File: src/rtl/fetch_unit.sv
// IF stage with IF/ID pipeline register: PC, single-outstanding fetch FSM,
// one-entry skid buffer for responses decode cannot take, stall/flush/redirect.
module fetch_unit #(
    parameter logic [31:0] RESET_PC  = 32'h0000_0000,
    parameter logic [31:0] NOP_INSTR = 32'h0000_0013
) (
    input  logic        clk_i,
    input  logic        rst_i,
    output logic        imem_req_valid_o,
    input  logic        imem_req_ready_i,
    output logic [31:0] imem_req_addr_o,
    input  logic        imem_rsp_valid_i,
    input  logic [31:0] imem_rsp_data_i,
    input  logic        StallD_i,
    input  logic        FlushD_i,
    input  logic        PCSrcE_i,
    input  logic [31:0] PCTargetE_i,
    output logic [31:0] InstrD_o,
    output logic [31:0] PCD_o,
    output logic [31:0] PCPlus4D_o,
    output logic        ValidD_o
);

    typedef enum logic [1:0] {
        S_REQ  = 2'd0,
        S_WAIT = 2'd1,
        S_KILL = 2'd2
    } state_e;

    state_e      state_q, state_d;
    logic [31:0] pc_q, pc_d;
    logic [31:0] req_pc_q, req_pc_d;
    logic        skid_v_q, skid_v_d;
    logic [31:0] skid_instr_q, skid_instr_d;
    logic [31:0] skid_pc_q, skid_pc_d;
    logic        valid_q, valid_d;
    logic [31:0] instr_q, instr_d;
    logic [31:0] pcd_q, pcd_d;

    logic        req_valid_s;
    logic        hs_s;
    logic        live_rsp_s;
    logic        ifid_load_s;

    // Request gating, handshake and IF/ID load qualifiers
    always_comb begin
        req_valid_s = 1'b0;
        if (!rst_i && !PCSrcE_i && !skid_v_q) begin
            if (state_q == S_REQ) begin
                req_valid_s = 1'b1;
            end else if (state_q == S_WAIT) begin
                req_valid_s = imem_rsp_valid_i & ~(valid_q & StallD_i);
            end else begin
                req_valid_s = 1'b0;
            end
        end else begin
            req_valid_s = 1'b0;
        end
        hs_s        = req_valid_s & imem_req_ready_i;
        live_rsp_s  = (state_q == S_WAIT) & imem_rsp_valid_i & ~PCSrcE_i;
        ifid_load_s = ~(FlushD_i | PCSrcE_i) & ~(StallD_i & valid_q);
    end

    // Fetch FSM next state, PC and outstanding-request PC
    always_comb begin
        state_d  = state_q;
        pc_d     = pc_q;
        req_pc_d = req_pc_q;
        case (state_q)
            S_REQ: begin
                if (hs_s) state_d = S_WAIT;
                else      state_d = S_REQ;
            end
            S_WAIT: begin
                if (PCSrcE_i) begin
                    if (imem_rsp_valid_i) state_d = S_REQ;
                    else                  state_d = S_KILL;
                end else if (hs_s) begin
                    state_d = S_WAIT;
                end else if (imem_rsp_valid_i) begin
                    state_d = S_REQ;
                end else begin
                    state_d = S_WAIT;
                end
            end
            S_KILL: begin
                // the stale response retires the only outstanding request
                if (imem_rsp_valid_i) state_d = S_REQ;
                else                  state_d = S_KILL;
            end
            default: state_d = S_REQ;
        endcase
        if (PCSrcE_i) begin
            pc_d = PCTargetE_i & 32'hFFFF_FFFC;
        end else if (hs_s) begin
            pc_d = pc_q + 32'd4;
        end else begin
            pc_d = pc_q;
        end
        if (hs_s) begin
            req_pc_d = pc_q;
        end else begin
            req_pc_d = req_pc_q;
        end
    end

    // IF/ID register and skid buffer next state
    always_comb begin
        valid_d      = valid_q;
        instr_d      = instr_q;
        pcd_d        = pcd_q;
        skid_v_d     = skid_v_q;
        skid_instr_d = skid_instr_q;
        skid_pc_d    = skid_pc_q;
        if (FlushD_i || PCSrcE_i) begin
            valid_d = 1'b0;
            instr_d = NOP_INSTR;
        end else if (StallD_i && valid_q) begin
            valid_d = valid_q;
        end else if (skid_v_q) begin
            valid_d = 1'b1;
            instr_d = skid_instr_q;
            pcd_d   = skid_pc_q;
        end else if (live_rsp_s) begin
            valid_d = 1'b1;
            instr_d = imem_rsp_data_i;
            pcd_d   = req_pc_q;
        end else begin
            valid_d = 1'b0;
            instr_d = NOP_INSTR;
        end
        // a live response the IF/ID register does not take is parked in the skid
        if (PCSrcE_i) begin
            skid_v_d = 1'b0;
        end else if (live_rsp_s && !(ifid_load_s && !skid_v_q)) begin
            skid_v_d     = 1'b1;
            skid_instr_d = imem_rsp_data_i;
            skid_pc_d    = req_pc_q;
        end else if (ifid_load_s && skid_v_q) begin
            skid_v_d = 1'b0;
        end else begin
            skid_v_d = skid_v_q;
        end
    end

    // Fetch FSM, PC and request PC registers
    always_ff @(posedge clk_i or posedge rst_i) begin
        if (rst_i) begin
            state_q  <= S_REQ;
            pc_q     <= RESET_PC;
            req_pc_q <= 32'h0000_0000;
        end else begin
            state_q  <= state_d;
            pc_q     <= pc_d;
            req_pc_q <= req_pc_d;
        end
    end

    // Skid buffer registers
    always_ff @(posedge clk_i or posedge rst_i) begin
        if (rst_i) begin
            skid_v_q     <= 1'b0;
            skid_instr_q <= NOP_INSTR;
            skid_pc_q    <= 32'h0000_0000;
        end else begin
            skid_v_q     <= skid_v_d;
            skid_instr_q <= skid_instr_d;
            skid_pc_q    <= skid_pc_d;
        end
    end

    // IF/ID pipeline register
    always_ff @(posedge clk_i or posedge rst_i) begin
        if (rst_i) begin
            valid_q <= 1'b0;
            instr_q <= NOP_INSTR;
            pcd_q   <= 32'h0000_0000;
        end else begin
            valid_q <= valid_d;
            instr_q <= instr_d;
            pcd_q   <= pcd_d;
        end
    end

    assign imem_req_valid_o = req_valid_s;
    assign imem_req_addr_o  = pc_q;
    assign ValidD_o         = valid_q;
    assign InstrD_o         = instr_q;
    assign PCD_o            = pcd_q;
    assign PCPlus4D_o       = pcd_q + 32'd4;

endmodule

File: config.mk
export PLATFORM = sky130hd
export DESIGN_NAME = fetch_unit
export DESIGN_NICKNAME = d
export VERILOG_FILES = /design/src/rtl/fetch_unit.sv
export SDC_FILE = /design/constraint.sdc
export NUM_CORES = 1
export LEC_CHECK = 0
export CORE_ASPECT_RATIO = 0.75
export CORE_MARGIN = 1.5
export CORE_UTILIZATION = 50
export DETAILED_ROUTE_END_ITERATION = 7
export PLACE_DENSITY = 0.8
export SLEW_MARGIN = 20
export SYNTH_ARGS = -nofsm -noshare
export SYNTH_HDL_FRONTEND = slang
export SYNTH_SLANG_ARGS = --single-unit
File: constraint.sdc
create_clock -name clk_i -period 19 [get_ports clk_i]
set_input_delay 3.8 -clock clk_i [delete_from_list [all_inputs] [get_ports clk_i]]
set_output_delay 3.8 -clock clk_i [all_outputs]
set_load 0.02 [all_outputs]
**Yosys cells after proc, flatten, opt, wreduce, memory -nomap -nowiden**

Index checks and enable logic that the tools add are counted.

- Shift operators: 0
- Multipliers: 0
- Add/sub/neg operators: 2
- Reductions and logical operators: 17
- Mux-type cells: 24
- Eq/ne operators: 3
- Divide/modulo/power cells: 0
- Order comparisons: 0
- Bitwise operators: 12

Operator list:

| cell | count |
|---|---|
| 32-bit 2-to-1 mux | 8 |
| 32-bit by 3-bit adder with 32-bit output (second input constant) | 2 |
| 1-bit 2-to-1 mux | 13 |
| 1-bit bitwise AND | 6 |
| 1-bit logical AND | 6 |
| 2-bit case mux with 3 select lines | 1 |
| 1-bit inverter | 5 |
| 1-bit logical NOT | 4 |
| 2-bit 2-to-1 mux | 2 |
| 2-bit nonzero test | 2 |
| 3-bit AND reduction | 1 |
| 3-bit nonzero test | 1 |
| 2-bit by 1-bit == test with 1-bit output (second input constant) | 1 |
| 2-bit == test (second input constant) | 1 |
| 2-bit logical NOT | 1 |
| 2-bit inequality test (second input constant) | 1 |
| 2-bit AND reduction | 1 |
| 1-bit logical OR | 1 |
| 1-bit OR | 1 |

- Register bits after elaboration: 196
- Bits in read-only memories: 0
- Memory bits (writable): 0
- Bits of input ports: 71
- Memories kept: 0
- Latch bits: 0

**Longest topological paths before layout**

- Depth in word-level cells: 10
- Depth in mapped cells: 8
- Gate-level depth less buffers: 5

**Worst setup path after synthesis**

No wires, ideal clock.

- Kind: input -> output
- Start point: input port PCSrcE_i
- End point: output port imem_req_valid_o
- Required time: 15200 ps
- Path buffers: 1
- Arrival: 4818 ps
- Stages: 3
- Slack: 10382 ps
- Cells stage by stage: buf_6 -> or4_4 -> a21oi_1

- Longest elaborated chain between the ends: 4

Ends and longest elaborated chain:

| what | RTL line | RTL |
|---|---|---|
| from (decl) | 16 | `input logic PCSrcE_i,` |
| 1-bit logical NOT | 48 | `if (!rst_i && !PCSrcE_i && !skid_v_q) begin` |
| 1-bit logical AND (2 in series) | 48 |  |
| 1-bit 2-to-1 mux | 48 |  |
| to (decl) | 9 | `output logic imem_req_valid_o,` |

No other way between the ends.

**Final worst setup path**

Same ends and word-level chain as after synthesis.

==> qor.csv <==
metric,value,unit
hpwl,15.3,mm
tns,0,ns
leakagePower,5.01,nW
seqPwrFrac,0.469,
detail_route.iter0.violations,564,
cts_resized,0,
routed_via_density,5.58,
internal_power,0.000825,W
power_density,103,mW/mm²
gr-total-overflow,0,
clk_latency,0.43,ns
maxCapViolations,0,
rows,42,
syn_area,0.00903,mm²
cts_max_path_buffers,2,
cp_max_fo,53,
synth_edf_count,0,
insertedDiodeCount,0,
cp.required,15.20,ns
pin_count,201,
timing_hold_violations_final,0,
cts_root_buffer,clkbuf_16,
fill_cells,1403,
hp-class,reg2reg,
asyncSetResetFlopFracSynth,1.00,
switching_share,0.314,
status,finished clean,
cts_setup_buffers,0,
drc,0,
max_slew_margin,0.270,
ys_ff_latch,188,
dr.pass1.iters,5,
drv_slew,0,
grt_pass1_wl,36.6,mm
yosysSeqAreaShare,0.522,
start_kind,primary input,
cts_hold_buf,0,
synth_flop_cell,dfrtp_1,
layout-drive-gt1-share,0.116,
finalCriticalPeriod,9.68,ns
die_x,158,µm
die-area,0.0189,mm²
grt_use_total,0.249,
totalWireLength,22.4,mm
grt_max_degree,104,
netlist_instances,881,
min_period_over_period,0.509,
cts.sinks,188,
p_switching,0.000378,W
nets,1113,
ir_drop,0.0000754,V
power.share.clock,0.287,
initial_core_util,0.512,
cp-end-kind,output port,
fp.dieH,119,µm
power,0.00120,W
fmax,103,MHz
place.gp.congestion,0.856,
coreArea,0.0177,mm²
post_drt_wl_per_cell,17.3,µm
crit_type,in2out,
cts_buffers,17,
synth_cell_type_count,51,
finalSetupViolCount,0,
worstMarginPinSlew,1.09,ns
antenna_found_initial,0,
num_vias,7227,
port-buffer-count,192,
grt_pass1_vias,6903,
skew,0.00865,ns
clkTransAtPathRegs,0.07,ns
ys_warn_count,0,
cts_tree,built,
arrival,5.88,ns
area_growth,28.8,%
combPwrFrac,0.244,
ant_nets,0,
rsz0062_at_grt,false,
h-tree-depth,4,
avgSynthCellArea,10.3,µm²
## cell usage after synthesis (2+ instances only)
cell type	instances	area (µm²)
a22oi_1	29	218
o21ai_1	12	60.1
nand2_1	196	736
a31oi_1	8	50.1
nor4_1	15	93.8
nor2_1	14	52.6
o211ai_1	7	52.6
and4_1	9	78.8
o311ai_1	3	26.3
and2_1	10	62.6
nor3_1	19	95.1
o21ai_0	36	180
a21oi_1	2	10.0
nand4_1	22	138
mux2i_1	44	440
a21o_1	2	15.0
or3_1	2	12.5
nand3_1	26	130
buf_2	8	40.0
xnor2_1	12	105
and3_1	10	62.6
nor3b_1	2	15.0
inv_1	23	86.3
buf_6	4	45.0
buf_1	2	7.51
o22a_1	3	26.3
a221o_1	8	80.1
ha_1	2	25.0
xor2_1	17	149
or4_1	6	45.0
mux2_2	68	766
clkbuf_1	44	165
mux2_1	3	33.8
buf_4	6	45.0
dfrtp_1	182	4550
nand4b_1	2	17.5
a211o_1	4	35.0
dfstp_2	6	158
## final cells by class
cell class | count | area [µm²] | area share
Multi-Input combinational cell | 611 | 3980 | 0.342
Timing Repair Buffer | 199 | 1990 | 0.171
Clock buffer | 20 | 457 | 0.0392
Clock inverter | 12 | 111 | 0.00957
Inverter | 23 | 91.3 | 0.00785
Sequential cell | 188 | 4710 | 0.405
Tap cell | 242 | 303 | 0.0260
## power by group through the flow
stage | Clock [W] | Combinational (W) | Sequential [W]
after global routing | 0.000366 | 0.000321 | 0.000577
after detailed placement | 0 | 0.000296 | 0.000569
after CTS | 0.000349 | 0.000297 | 0.000562
after global placement | 0 | 0.000288 | 0.000563
final | 0.000345 | 0.000294 | 0.000563
after floorplan | 0 | 0.000146 | 0.000572
## per-layer routing
layer  wire length, µm  track usage  share of wire
met2              9650        0.361           0.43
met3              1450       0.0437          0.065
met4               339       0.0648          0.015
met1             10900        0.383           0.49
met5                 0            0              0
## cells in the final DEF, fill, tap and decap left out, types with 7 or more instances in the layout
| cell type | count |
|---|---|
| a22oi_1 | 29 |
| clkdlybuf4s50_1 | 192 |
| o21ai_1 | 11 |
| o211ai_1 | 7 |
| a221o_1 | 8 |
| and2_1 | 9 |
| clkbuf_16 | 17 |
| mux2i_1 | 44 |
| nand4_1 | 22 |
| xor2_1 | 17 |
| nand2_1 | 196 |
| and4_1 | 9 |
| and3_1 | 9 |
| nor2_1 | 14 |
| nand3_1 | 26 |
| xnor2_1 | 12 |
| mux2_2 | 68 |
| o21ai_0 | 36 |
| a31oi_1 | 8 |
| nor3_1 | 19 |
| dfrtp_1 | 181 |
| nor4_1 | 15 |
| inv_1 | 22 |
## through the flow
| stage | util | area (µm²) | instances | worst slack [ns] | hold slack [ns] |
|---|---|---|---|---|---|
| after floorplan | - | 9050 | 886 | 10.10 | 0.462 |
| after global placement | 0.626 | 11100 | 1262 | 9.30 | 0.469 |
| after detailed placement | 0.627 | 11100 | 1263 | 9.32 | 0.480 |
| after CTS | 0.659 | 11600 | 1295 | 9.30 | 0.498 |
| after global routing | 0.659 | 11600 | 1295 | 9.22 | 0.505 |
| final | 0.659 | 11600 | 1295 | 9.32 | 0.496 |
## path summary, 6_finish.rpt
| kind | start | end | slack, ns | cells past startpoint |
|---|---|---|---|---|
| max in group asynchronous | rst_i | imem_req_addr_o[28]$_DFFE_PP0P_ | 13.66 | 3 |
| min | skid_instr_q[11]$_DFFE_PP0P_ | InstrD_o[11]$_DFFE_PP0P_ | 0.50 | 2 |
| max reg2reg | skid_v_q$_DFFE_PP0P_ | imem_req_addr_o[26]$_DFFE_PP0P_ | 15.77 | 5 |
| min reg2reg | skid_instr_q[11]$_DFFE_PP0P_ | InstrD_o[11]$_DFFE_PP0P_ | 0.50 | 2 |
| max | PCSrcE_i | imem_req_valid_o | 9.32 | 5 |
| min in group asynchronous | rst_i | skid_instr_q[28]$_DFFE_PP0P_ | 4.03 | 2 |
## sequential cells by signal, indices dropped and copies added (netlist names)
| register | flops |
|---|---|
| state_q | 2 |
| PCD_o | 30 |
| skid_instr_q | 32 |
| InstrD_o | 32 |
| skid_v_q | 1 |
| imem_req_addr_o | 30 |
| ValidD_o | 1 |
| skid_pc_q | 30 |
| req_pc_q | 30 |
## critical path: stages
cell	delay, ns
clkdlybuf4s50_1	0.40
buf_4	0.28
or4_4	0.61
a21oi_1	0.14
clkdlybuf4s50_1	0.63
## cell families (layout without fill, tap and decap cells)
logic type	after synthesis	after routing	share of synthesized area
AO/OA/AOI/OAI	123	123	0.0931
XOR/XNOR	29	29	0.0281
adder cells (fa/ha/maj)	2	2	0.00277
buffers and inverters	87	254	0.0431
flip-flops	188	188	0.522
multiplexers	115	115	0.137
other	1	6	0.000415
AND/OR/NAND/NOR	336	336	0.174
No activity file was read; power rests on OpenSTA's default activity.
